--- src/rtl/ram_stream_reader.sv ---
// Streams a contiguous run of RAM words onto a valid/ready port through a 2-entry credit-managed buffer.
// Optional: define RAM_STREAM_READER_WRAP_EN to let a run wrap from DEPTH-1 back to address 0.
module ram_stream_reader #(
   parameter int ADDR_WIDTH = 12,
   parameter int DATA_WIDTH = 32,
   parameter int DEPTH      = 64
) (
   input  logic                  clk,
   input  logic                  rst,
   input  logic                  start,
   input  logic [ADDR_WIDTH-1:0] base_addr,
   input  logic [ADDR_WIDTH:0]   length,
   output logic                  busy,
   output logic                  done,
   output logic                  err,
   output logic [ADDR_WIDTH-1:0] ram_addr,
   output logic                  ram_we,
   input  logic [DATA_WIDTH-1:0] ram_rdata,
   output logic [DATA_WIDTH-1:0] out_data,
   output logic                  out_valid,
   input  logic                  out_ready,
   output logic                  out_last
);

   typedef enum logic [1:0] {IDLE, READ, DRAIN} state_t;

   localparam logic [ADDR_WIDTH+1:0] DEPTH_X   = (ADDR_WIDTH+2)'(DEPTH);
   localparam logic [ADDR_WIDTH-1:0] TOP_ADDR  = ADDR_WIDTH'(DEPTH - 1);

   state_t                  state_reg, state_next;
   logic [ADDR_WIDTH-1:0]   cur_addr_reg, ram_addr_reg, addr_next;
   logic [ADDR_WIDTH:0]     remaining_reg;
   logic                    inflight_reg, inflight_last_reg;
   logic                    done_reg, err_reg;
   logic [DATA_WIDTH-1:0]   data_mem [2];
   logic                    last_mem [2];
   logic                    wr_ptr_reg, rd_ptr_reg;
   logic [1:0]              count_reg;
   logic                    pop, issue, launch, reject, finish, credit_ok, out_of_range;
   logic [ADDR_WIDTH+1:0]   base_x, length_x, end_x;

   assign base_x   = {2'b00, base_addr};
   assign length_x = {1'b0, length};
   assign end_x    = base_x + length_x;

`ifdef RAM_STREAM_READER_WRAP_EN
   assign out_of_range = (base_x >= DEPTH_X) || (length_x > DEPTH_X);
   assign addr_next    = (cur_addr_reg == TOP_ADDR) ? '0 : cur_addr_reg + 1'b1;
`else
   assign out_of_range = (base_x >= DEPTH_X) || (end_x > DEPTH_X);
   assign addr_next    = cur_addr_reg + 1'b1;
`endif

   assign out_valid = (count_reg != 2'd0);
   assign out_data  = data_mem[rd_ptr_reg];
   assign out_last  = out_valid && last_mem[rd_ptr_reg];
   assign pop       = out_valid && out_ready;
   assign busy      = (state_reg != IDLE);
   assign done      = done_reg;
   assign err       = err_reg;
   assign ram_we    = 1'b0;

   // Buffered words plus the one in flight may never exceed the two buffer slots.
   assign credit_ok = ({1'b0, count_reg} + {2'b00, inflight_reg}) < (3'd2 + {2'b00, pop});

   assign ram_addr  = issue ? cur_addr_reg : ram_addr_reg;

   always_comb begin
      state_next = state_reg;
      issue      = 1'b0;
      launch     = 1'b0;
      reject     = 1'b0;
      finish     = 1'b0;
      case (state_reg)
         IDLE: begin
            if (start) begin
               if (out_of_range) begin
                  reject = 1'b1;
               end else begin
                  launch     = 1'b1;
                  state_next = (length == '0) ? DRAIN : READ;
               end
            end
         end
         READ: begin
            issue = credit_ok;
            if (issue && remaining_reg == (ADDR_WIDTH+1)'(1)) state_next = DRAIN;
         end
         DRAIN: begin
            // The empty/idle term only fires for zero-length commands; otherwise the last pop ends it.
            if ((pop && out_last) || (count_reg == 2'd0 && !inflight_reg)) begin
               finish     = 1'b1;
               state_next = IDLE;
            end
         end
         default: state_next = IDLE;
      endcase
   end

   always_ff @(posedge clk or posedge rst) begin
      if (rst) begin
         state_reg         <= IDLE;
         cur_addr_reg      <= '0;
         ram_addr_reg      <= '0;
         remaining_reg     <= '0;
         inflight_reg      <= 1'b0;
         inflight_last_reg <= 1'b0;
         done_reg          <= 1'b0;
         err_reg           <= 1'b0;
      end else begin
         state_reg         <= state_next;
         ram_addr_reg      <= ram_addr;
         inflight_reg      <= issue;
         inflight_last_reg <= issue && (remaining_reg == (ADDR_WIDTH+1)'(1));
         done_reg          <= finish;
         err_reg           <= reject;
         if (launch) begin
            cur_addr_reg  <= base_addr;
            remaining_reg <= length;
         end else if (issue) begin
            cur_addr_reg  <= addr_next;
            remaining_reg <= remaining_reg - 1'b1;
         end
      end
   end

   // RAM data for last cycle's issue lands here; simultaneous write and pop keep the count.
   always_ff @(posedge clk or posedge rst) begin
      if (rst) begin
         data_mem[0] <= '0;
         data_mem[1] <= '0;
         last_mem[0] <= 1'b0;
         last_mem[1] <= 1'b0;
         wr_ptr_reg  <= 1'b0;
         rd_ptr_reg  <= 1'b0;
         count_reg   <= 2'd0;
      end else begin
         if (inflight_reg) begin
            data_mem[wr_ptr_reg] <= ram_rdata;
            last_mem[wr_ptr_reg] <= inflight_last_reg;
            wr_ptr_reg           <= ~wr_ptr_reg;
         end
         if (pop) rd_ptr_reg <= ~rd_ptr_reg;
         case ({inflight_reg, pop})
            2'b10:   count_reg <= count_reg + 2'd1;
            2'b01:   count_reg <= count_reg - 2'd1;
            default: count_reg <= count_reg;
         endcase
      end
   end

endmodule

--- config.mk ---
export PLATFORM = sky130hd
export DESIGN_NAME = ram_stream_reader
export DESIGN_NICKNAME = d
export VERILOG_FILES = /design/src/rtl/ram_stream_reader.sv
export SDC_FILE = /design/constraint.sdc
export NUM_CORES = 1
export LEC_CHECK = 0
export BUFFER_PORTS_ARGS = -buffer_cell sky130_fd_sc_hd__buf_4
export CORE_MARGIN = 4
export CORE_UTILIZATION = 30
export DETAILED_ROUTE_END_ITERATION = 8
export GPL_ROUTABILITY_DRIVEN = 0
export SLEW_MARGIN = 5
export SYNTH_ARGS = -nofsm -noshare
export SYNTH_HDL_FRONTEND = slang
export SYNTH_SLANG_ARGS = --single-unit
--- constraint.sdc ---
create_clock -name clk -period 9.8 [get_ports clk]
set_clock_uncertainty 0.2 [all_clocks]
set_input_delay 0.98 -clock clk [delete_from_list [all_inputs] [get_ports clk]]
set_output_delay 0.98 -clock clk [all_outputs]
set_load 0.01 [all_outputs]
# --- Word level (Yosys, flattened, before mapping) ---
# Cells that the tools add are included.
# Widths: inputs -> output; s select.
totals:
  register_bits: 113
  in_bits: 61
op_classes:
  n_addsub: 7
  order_cmp: 6
  n_eq_ne: 9
  n_mux: 33
  bitwise_logic: 4
  n_reduce_logical: 18
ops:
  columns: ["operator", "count"]
  rows:
  - ["$mux 32", 4]
  - ["$bwmux 64", 1]
  - ["$mux 12", 3]
  - ["$demux 32 s1", 1]
  - ["$mux 13", 2]
  - ["$add 12x13->14", 1]
  - ["$gt 14x7->1 const B", 1]
  - ["$eq 13x1->1 const B", 1]
  - ["$logic_not 13->1", 1]
  - ["$mux 1", 13]
  - ["$sub 13x1->13 const B", 1]
  - ["$add 12x1->12 const B", 1]
  - ["$ge 12x7->1 const B", 1]
  - ["$mux 2", 5]
  - ["$ne 2x2->1 const B", 4]
  - ["$reduce_bool 2->1", 4]
  - ["$logic_and 1x1->1", 7]
  - ["$pmux 2 s3", 1]
  - ["$eq 2x1->1 const B", 2]
  - ["$eq 2x2->1 const B", 2]
  - ["$ge 2x2->1 const B", 2]
  - ["$logic_not 2->1", 2]
  - ["$not 1->2", 2]
  - ["$pmux 2 s2", 1]
  - ["other kinds (12)", 14]

# --- Longest topological paths before layout ---
# Gate-level depths: netlist (run 1).
depth:
  ltp_word: 9
  ltp_mapped: 12
  ltp_nobuf: 11

# --- Least setup slack after synthesis (run 1) ---
# No wires, ideal clock.
synth_path:
  path_kind: "input-to-output"
  from: "in out_ready"
  to: "out ram_addr[10]"
  arrival_ps: 2574
  required_ps: 8620
  setup_slack_ps: 6046
  cell_stages: 10
  path_buffers: 3
  cell_sequence: "o21ai_0 -> o21ai_0 -> nand2b_1 -> nand2b_1 -> clkbuf_1 -> inv_1 -> buf_1 -> buf_1 -> nand2_1 -> nand2_1"
synth_between:
  elab_chain_len: 5
synth_rtl:
  columns: ["element", "line", "source"]
  rows:
  - ["from (decl)", "21", "input logic out_ready,"]
  - ["$logic_and 1x1->1", "57", "assign pop = out_valid && out_ready;"]
  - ["$add 2x1->3", "64", "assign credit_ok = ({1'b0, count_reg} + {2'b00, inflight_reg}) < (3'd2 + {2'b00, pop});"]
  - ["$lt 3x3->1", "64", null]
  - ["$mux 1", "74", "case (state_reg)"]
  - ["net issue", "39", "logic pop, issue, launch, reject, finish, credit_ok, out_of_range;"]
  - ["$mux 12", "66", "assign ram_addr = issue ? cur_addr_reg : ram_addr_reg;"]
  - ["to (decl)", "16", "output logic [ADDR_WIDTH-1:0] ram_addr,"]
# The timed path passes the listed nets, and every way through them passes these cells.

# --- Final worst setup path (run 1) ---
layout_path:
  from: "in out_ready"
  to: "out ram_addr[11]"
layout_between:
  elab_chain_len: 5
layout_rtl:
  columns: ["element", "line"]
  rows:
  - ["$logic_and 1x1->1", "57"]
  - ["$add 2x1->3", "64"]
  - ["$lt 3x3->1", "64"]
  - ["$mux 1", "74"]
  - ["$mux 12", "66"]
# Every way passes these cells.

==> run_results.csv, run 1 <==
group,metric,value,unit
logic_synthesis,syn_inst,507,
logic_synthesis,synth_seq_cells,113,
pwr,comb_power_share,21.8,%
finish,fin_nets,699,
critical_path,cpMostUsedCell,"buf_4",
critical_path,cp.buffers_inverters,4,
global_route,globalRoute.totalOverflow,0,
critical_path,slowest_delay,750,ps
clocking,cts_made_buffers,17,
timing,hold_slack,271,ps
critical_path,rr_startpoint,"inflight_reg",
routing,num_vias,4300,
clocking,clkTransAtPathRegs,50,ps
min_path,whs_endpoint,"done",
clocking,tritoncts,"yes",
pwr,pwr_density_cell,191,mW/mm²
critical_path,cpLargestDelayFamily,"buffers and inverters",
min_path,whs_path_depth,1,
global_route,grt_pass1_wl,22800,µm
finish,areaGrowthSynthToFinish,29.0,%
min_path,hold_path.class,"flip-flop to flip-flop",
timing,fmax,232,MHz
floorplanning,die_w,148,µm
timing,fin_setup_tns,0,ps
logic_synthesis,synth_cell_types,55,
logic_synthesis,synth_flop_cell,"dfrtp_1",
clocking,post_cts.repair.setup_buffers,0,
timing,slew-limit-headroom,35.2,%
logic_synthesis,ys_warn_count,0,
finish,fillers,1847,
pwr,p_int,0.00107,W
finish,regArea,0.00283,mm²
finish,drive_gt1_share,42.2,%
routing,detail_route.wirelength,13800,µm
routing,first_iter_violations,234,
routing,wl_per_cell,15.5,µm
finish,largest_reg_flops,64,
floorplanning,dieArea,0.0218,mm²
pwr,ir_drop,0.0862,mV
clocking,cts_max_level,4,
finish,multi_input_area,0.00288,mm²
global_route,grt_usage,13.0,%
logic_synthesis,synth-seq-area-share,48.3,%
floorplanning,core_area,0.0190,mm²
critical_path,reg2reg_slack,6210,ps
floorplanning,io_pins,111,
timing,hold_violations,0,
critical_path,r2r_cells,11,
routing,drc,0,
clocking,clock_latency,400,ps
critical_path,crit_chain,"buf_4 > o21ai_0 > o21ai_0 > nand2b_1 > nand2b_1 > buf_4 > inv_1 > nand2_1 > nand2_1 > buf_4",
logic_synthesis,syn_nets,587,
critical_path,worst_setup_path_end_kind,"primary output",
critical_path,crit_fanout,37,
logic_synthesis,synth_area_leaders,"dfrtp_1 48%, mux2_2 19%, ha_1 3.8%",
placed_design,portBuffers,109,
logic_synthesis,syn_avg_cell_area,11.5,µm²
finish,fin_util,39.8,%
critical_path,cp.required,8620,ps
finish,diodes,0,
routing,drtPass1Iterations,4,
floorplanning,num_rows,50,
critical_path,cp_slowest_cell,"inv_1",
critical_path,crit_type,"input port to primary output",
global_route,grt_pass1_vias,4434,
global_route,grt_start_max_net_pins,75,
pwr,switchingPower,0.000369,W
placed_design,hpwl,9870,µm
logic_synthesis,synth_async_sr_flop_share,100,%
global_route,antenna_found_initial,0,
critical_path,cp-start-kind,"input port",
critical_path,crit_arrival,3140,ps
timing,timing.final.crit_share,44.1,%
routing,routed_via_density,4.83,
logic_synthesis,yosysTopAreaCell,"dfrtp_1",
timing,drv_slew,0,
timing,min_period,4320,ps
critical_path,rr_endpoint,"remaining_reg[10]",
min_path,hold_start,"state_reg[0]",
clocking,hold_buffers,0,
pwr,switching_share,25.6,%
finish,fin_cells,890,
finish,final_cell_mix,"113 x dfrtp_1, 113 x buf_4, 101 x mux2_2",
floorplanning,die_y,148,µm
timing,rsz0062_at_grt,"false",
placed_design,dp.cells,860,
timing,setup_violations,0,
clocking,clock_sinks,113,
pwr,p_leak,3.55,nW
outcome,status,"completed",
logic_synthesis,synth_top_area_share,48.3,%
floorplanning,start_util,30.9,%
logic_synthesis,synth-edff-count,0,
run,max_cap_viol_count,0,
routing,antenna_left,0,
logic_synthesis,netlist_area,0.00585,mm²
pwr,power_frac_clock,42.8,%
timing,worst_pin_slew,971,ps
clocking,ctsResizeCount,0,
clocking,clockBufferDepth,2,
clocking,cts_root_buf,"clkbuf_16",
pwr,power_frac_seq,35.4,%
[cell usage after synthesis, drive strengths merged (5+ instances only)]
| cell | number |
|---|---|
| inv | 16 |
| a21oi | 11 |
| buf | 11 |
| ha | 18 |
| nor2 | 19 |
| mux2 | 111 |
| nand3 | 9 |
| dfrtp | 113 |
| nand2 | 60 |
| nor3 | 13 |
| xnor2 | 14 |
| nand2b | 5 |
| o21ai | 17 |
| a311o | 6 |
| nor4 | 9 |
| and3 | 8 |
| clkbuf | 9 |
| xor2 | 8 |
[worst max path at each step]
stage	cells after the start	start	endpoint	slack [ps]
floorplan	1	rst	count_reg[0]	5630
global placement	10	out_ready	ram_addr[11]	5600
detailed placement	12	length[0]	cur_addr_reg[8]	5500
CTS	10	count_reg[0]	ram_addr[11]	5490
global route	10	out_ready	ram_addr[11]	5260
finish	10	out_ready	ram_addr[11]	5480
[cell type report]
type                       count  share of cell area, %
clock buffer                  20                   6.18
clock inverter                10                   1.79
inverter                      16                  0.829
multi-input combinational    358                   38.2
sequential                   113                   37.5
tap                          260                   4.31
timing repair buffer         113                   11.2
[through the flow]
step	setup slack (ps)	power (W)	area, µm²
2_1_floorplan	5630	0.000703	5850
3_3_place_gp	5600	0.000828	6940
3_5_place_dp	5500	0.000835	6940
4_1_cts	5490	0.00147	7550
5_1_grt	5260	0.00151	7550
6_report	5480	0.00144	7550
[routing by layer]
metal  global-route usage [%]  wire, µm
met3                     3.62       762
met4                     3.59        91
met2                     21.2      6740
met1                     16.9      6180
met5                        0         0
[cell families after synthesis]
family / count (synthesis) / share of synthesized area [%]
simple gates: 141 / 11.7
other cells: 1 / 0.0641
flops: 113 / 48.3
fa+ha+maj: 19 / 4.19
buf+inv: 36 / 2.50
xor+xnor: 22 / 3.29
compound gates: 62 / 7.57
mux: 113 / 22.3
[power groups by stage]
stage | registers [W] | clock network (W) | logic, W
after global routing | 0.000512 | 0.000659 | 0.000343
after global placement | 0.000515 | 0 | 0.000313
after detailed placement | 0.000518 | 0 | 0.000318
after floorplan | 0.000510 | 0 | 0.000193
final | 0.000510 | 0.000618 | 0.000315
after CTS | 0.000510 | 0.000638 | 0.000320
No activity file was read; power rests on OpenSTA's default activity.
==> inputs of run 2 (changes only) <==
--- a/config.mk
+++ b/config.mk
@@ -5,6 +5,7 @@
 export SDC_FILE = /design/constraint.sdc
 export NUM_CORES = 1
 export LEC_CHECK = 0
+export ABC_AREA = 1
 export BUFFER_PORTS_ARGS = -buffer_cell sky130_fd_sc_hd__buf_4
 export CORE_MARGIN = 4
 export CORE_UTILIZATION = 30
==> constraint.sdc (replaced) <==
create_clock -name clk -period 4.4 [get_ports clk]
set_clock_uncertainty 0.2 [all_clocks]
set_input_delay 0.44 -clock clk [delete_from_list [all_inputs] [get_ports clk]]
set_output_delay 0.44 -clock clk [all_outputs]
set_load 0.01 [all_outputs]
==> run 2 against run 1 <==
Register-to-register slack lost 4500 ps; sequential power grew to 3.3 times the previous value; total power rose to 3.7 times the previous value; area after synthesis grew 11%; cell count rose by 39%; die area rose by 10%; utilization fell by 1.3 points; critical path type is now flip-flop to primary output; largest power group is now combinational cells.
==> run_results.csv, run 2 <==
group,metric,value,unit
logic_synthesis,synth_top_area_share,43.7,%
routing,antenna_left,0,
clocking,clkTransAtPathRegs,50,ps
floorplanning,die_w,155,µm
timing,timing.final.crit_share,72.3,%
logic_synthesis,yosysTopAreaCell,"dfrtp_1",
timing,fmax,314,MHz
timing,hold_violations,0,
clocking,cts_made_buffers,17,
logic_synthesis,syn_avg_cell_area,7.64,µm²
min_path,hold_path.class,"input port to flip-flop",
clocking,clock_sinks,113,
critical_path,crit_arrival,2540,ps
timing,finalWorstSetupSlack,1220,ps
pwr,ir_drop,0.279,mV
critical_path,reg2reg_slack,1700,ps
global_route,grt_usage,13.6,%
logic_synthesis,synth_cell_types,38,
logic_synthesis,syn_inst,848,
clocking,clockBufferDepth,2,
critical_path,rr_endpoint,"remaining_reg[11]",
placed_design,post-place-ws,1220,ps
pwr,pwr_density_cell,659,mW/mm²
floorplanning,start_util,30.6,%
clocking,cts_root_buf,"clkbuf_16",
routing,routed_via_density,4.47,
finish,largest_reg_flops,64,
global_route,antenna_found_initial,0,
timing,hold_slack,106,ps
pwr,finalPower,0.00536,W
routing,num_vias,5537,
finish,final_common_cell,"nand2_1",
critical_path,rr_startpoint,"count_reg[0]",
routing,wl_per_cell,12.9,µm
clocking,clock_latency,410,ps
floorplanning,die_y,155,µm
timing,min_period,3180,ps
logic_synthesis,synth-edff-count,0,
floorplanning,dieArea,0.0240,mm²
critical_path,endpoint,"ram_addr[7]",
floorplanning,core_area,0.0212,mm²
placed_design,portBuffers,109,
finish,areaGrowthSynthToFinish,25.6,%
pwr,p_leak,4.34,nW
clocking,cts_max_level,4,
timing,rsz0062_at_grt,"false",
timing,slew-limit-headroom,29.1,%
routing,drc,0,
logic_synthesis,synth_seq_cells,113,
critical_path,crit_fanout,27,
timing,fin_setup_tns,0,ps
timing,worst_pin_slew,1060,ps
routing,drtPass1Iterations,4,
finish,drive_gt1_share,22.1,%
logic_synthesis,netlist_area,0.00648,mm²
logic_synthesis,yosysMostFrequentCell,"nand2_1",
global_route,grt_pass1_vias,5415,
logic_synthesis,synth_flop_cell,"dfrtp_1",
critical_path,r2r_cells,11,
finish,fin_nets,1030,
global_route,globalRoute.totalOverflow,0,
placed_design,dpl_cell_area,0.00751,mm²
logic_synthesis,ys_warn_count,0,
run,max_cap_viol_count,0,
timing,drv_slew,0,
global_route,grt_start_max_net_pins,67,
clocking,post_cts.repair.setup_buffers,0,
floorplanning,io_pins,111,
floorplanning,num_rows,53,
routing,first_iter_violations,215,
logic_synthesis,synth-seq-area-share,43.7,%
outcome,status,"completed",
logic_synthesis,syn_nets,928,
logic_synthesis,synth_area_leaders,"dfrtp_1 44%, nand2_1 17%, o21ai_0 6.9%",
critical_path,worst_setup_path_end_kind,"primary output",
logic_synthesis,netlist_top_cells_count,"294 x nand2_1, 113 x dfrtp_1, 94 x inv_1",
global_route,grt_pass1_wl,26800,µm
critical_path,crit_type,"flip-flop to primary output",
finish,diodes,0,
timing,setup_violations,0,
logic_synthesis,synth_async_sr_flop_share,100,%
critical_path,cp.required,3760,ps
finish,final_cell_mix,"293 x nand2_1, 116 x buf_4, 113 x dfrtp_1",
critical_path,cp-start-kind,"flip-flop",
finish,design_area,0.00814,mm²
clocking,tritoncts,"yes",
placed_design,hpwl,11400,µm
finish,fillers,2227,
routing,detail_route.wirelength,16000,µm
critical_path,startpoint,"inflight_reg",
[run 2: changes by cell type in the layout (fill, tap and decap cells not counted), moves of 9 or more]
cell     previous run  this run
inv_1              15        93
mux2_2            101         0
mux2_4             10         0
nand2_1            60       293
nand2_2             0         9
nand3_1             8        50
nand3_2             0        36
nor2_1             19        36
nor4_1              9         0
o21ai_0            16        89
xnor2_1            14         4
[run 2: how the worst min path moves through the flow]
stage	end	slack, ps	startpoint	depth (start not counted)
after floorplan	last_mem[1]	250	last_mem[1]	2
after detailed placement	ram_addr_reg[5]	260	ram_addr_reg[5]	2
after global routing	data_mem[5]	90	ram_rdata[5]	3
final	remaining_reg[0]	110	length[0]	3
after CTS	remaining_reg[0]	80	length[0]	3
after global placement	ram_addr_reg[5]	250	ram_addr_reg[5]	2
[run 2: logic make-up after synthesis]
family / Yosys count / synth area share [%]
xor+xnor: 14 / 1.89
other cells: 1 / 0.0579
buf+inv: 133 / 8.65
flops: 113 / 43.7
simple gates: 463 / 33.7
fa+ha+maj: 19 / 3.79
compound gates: 105 / 8.27
[run 2: final cells by class]
class / instances / area, µm² / area share (%)
Clock buffer: 20 / 457 / 5.61
Clock inverter: 12 / 158 / 1.94
Inverter: 99 / 379 / 4.66
Multi-Input combinational cell: 602 / 3090 / 38.0
Sequential cell: 113 / 2830 / 34.7
Tap cell: 275 / 344 / 4.23
Timing Repair Buffer: 117 / 881 / 10.8
[run 2: what timing repair did]
item	4_1_cts	5_1_grt
endpoints found under the hold margin	53	0
hold buffers	1	0
gates resized for setup	0	0
[run 2: where the power goes]
| group | switching, W | internal (W) |
|---|---|---|
| sequential | 0.000246 | 0.00146 |
| clock | 0.000498 | 0.000922 |
| combinational | 0.00133 | 0.000906 |
| total | 0.00208 | 0.00329 |
[run 2: metrics by stage]
step / utilization, % / cells
after floorplan: - / 848
after global placement: 35.5 / 1205
after detailed placement: 35.5 / 1205
after CTS: 38.5 / 1238
after global routing: 38.5 / 1238
final: 38.5 / 1238
[run 2: per-layer routing]
| layer | GRT usage (%) | part of all wire (%) | routed length, µm | vias to the layer above |
|---|---|---|---|---|
| li1 | - | - | - | 2891 |
| met1 | 18.5 | 48 | 7590 | 2513 |
| met2 | 21.8 | 46 | 7320 | 116 |
| met3 | 3.06 | 5.0 | 803 | 17 |
| met4 | 4.21 | 1.6 | 255 | 0 |
| met5 | 0 | 0 | 0 | - |
[run 2: critical path, stage by stage (launching register included)]
cell and delay [ps]:
dfrtp_1 420, ha_1 210, ha_1 260, o21ai_1 70
nand2_1 110, nor2_4 80, buf_4 290, inv_2 220
o21ai_0 290, buf_4 180
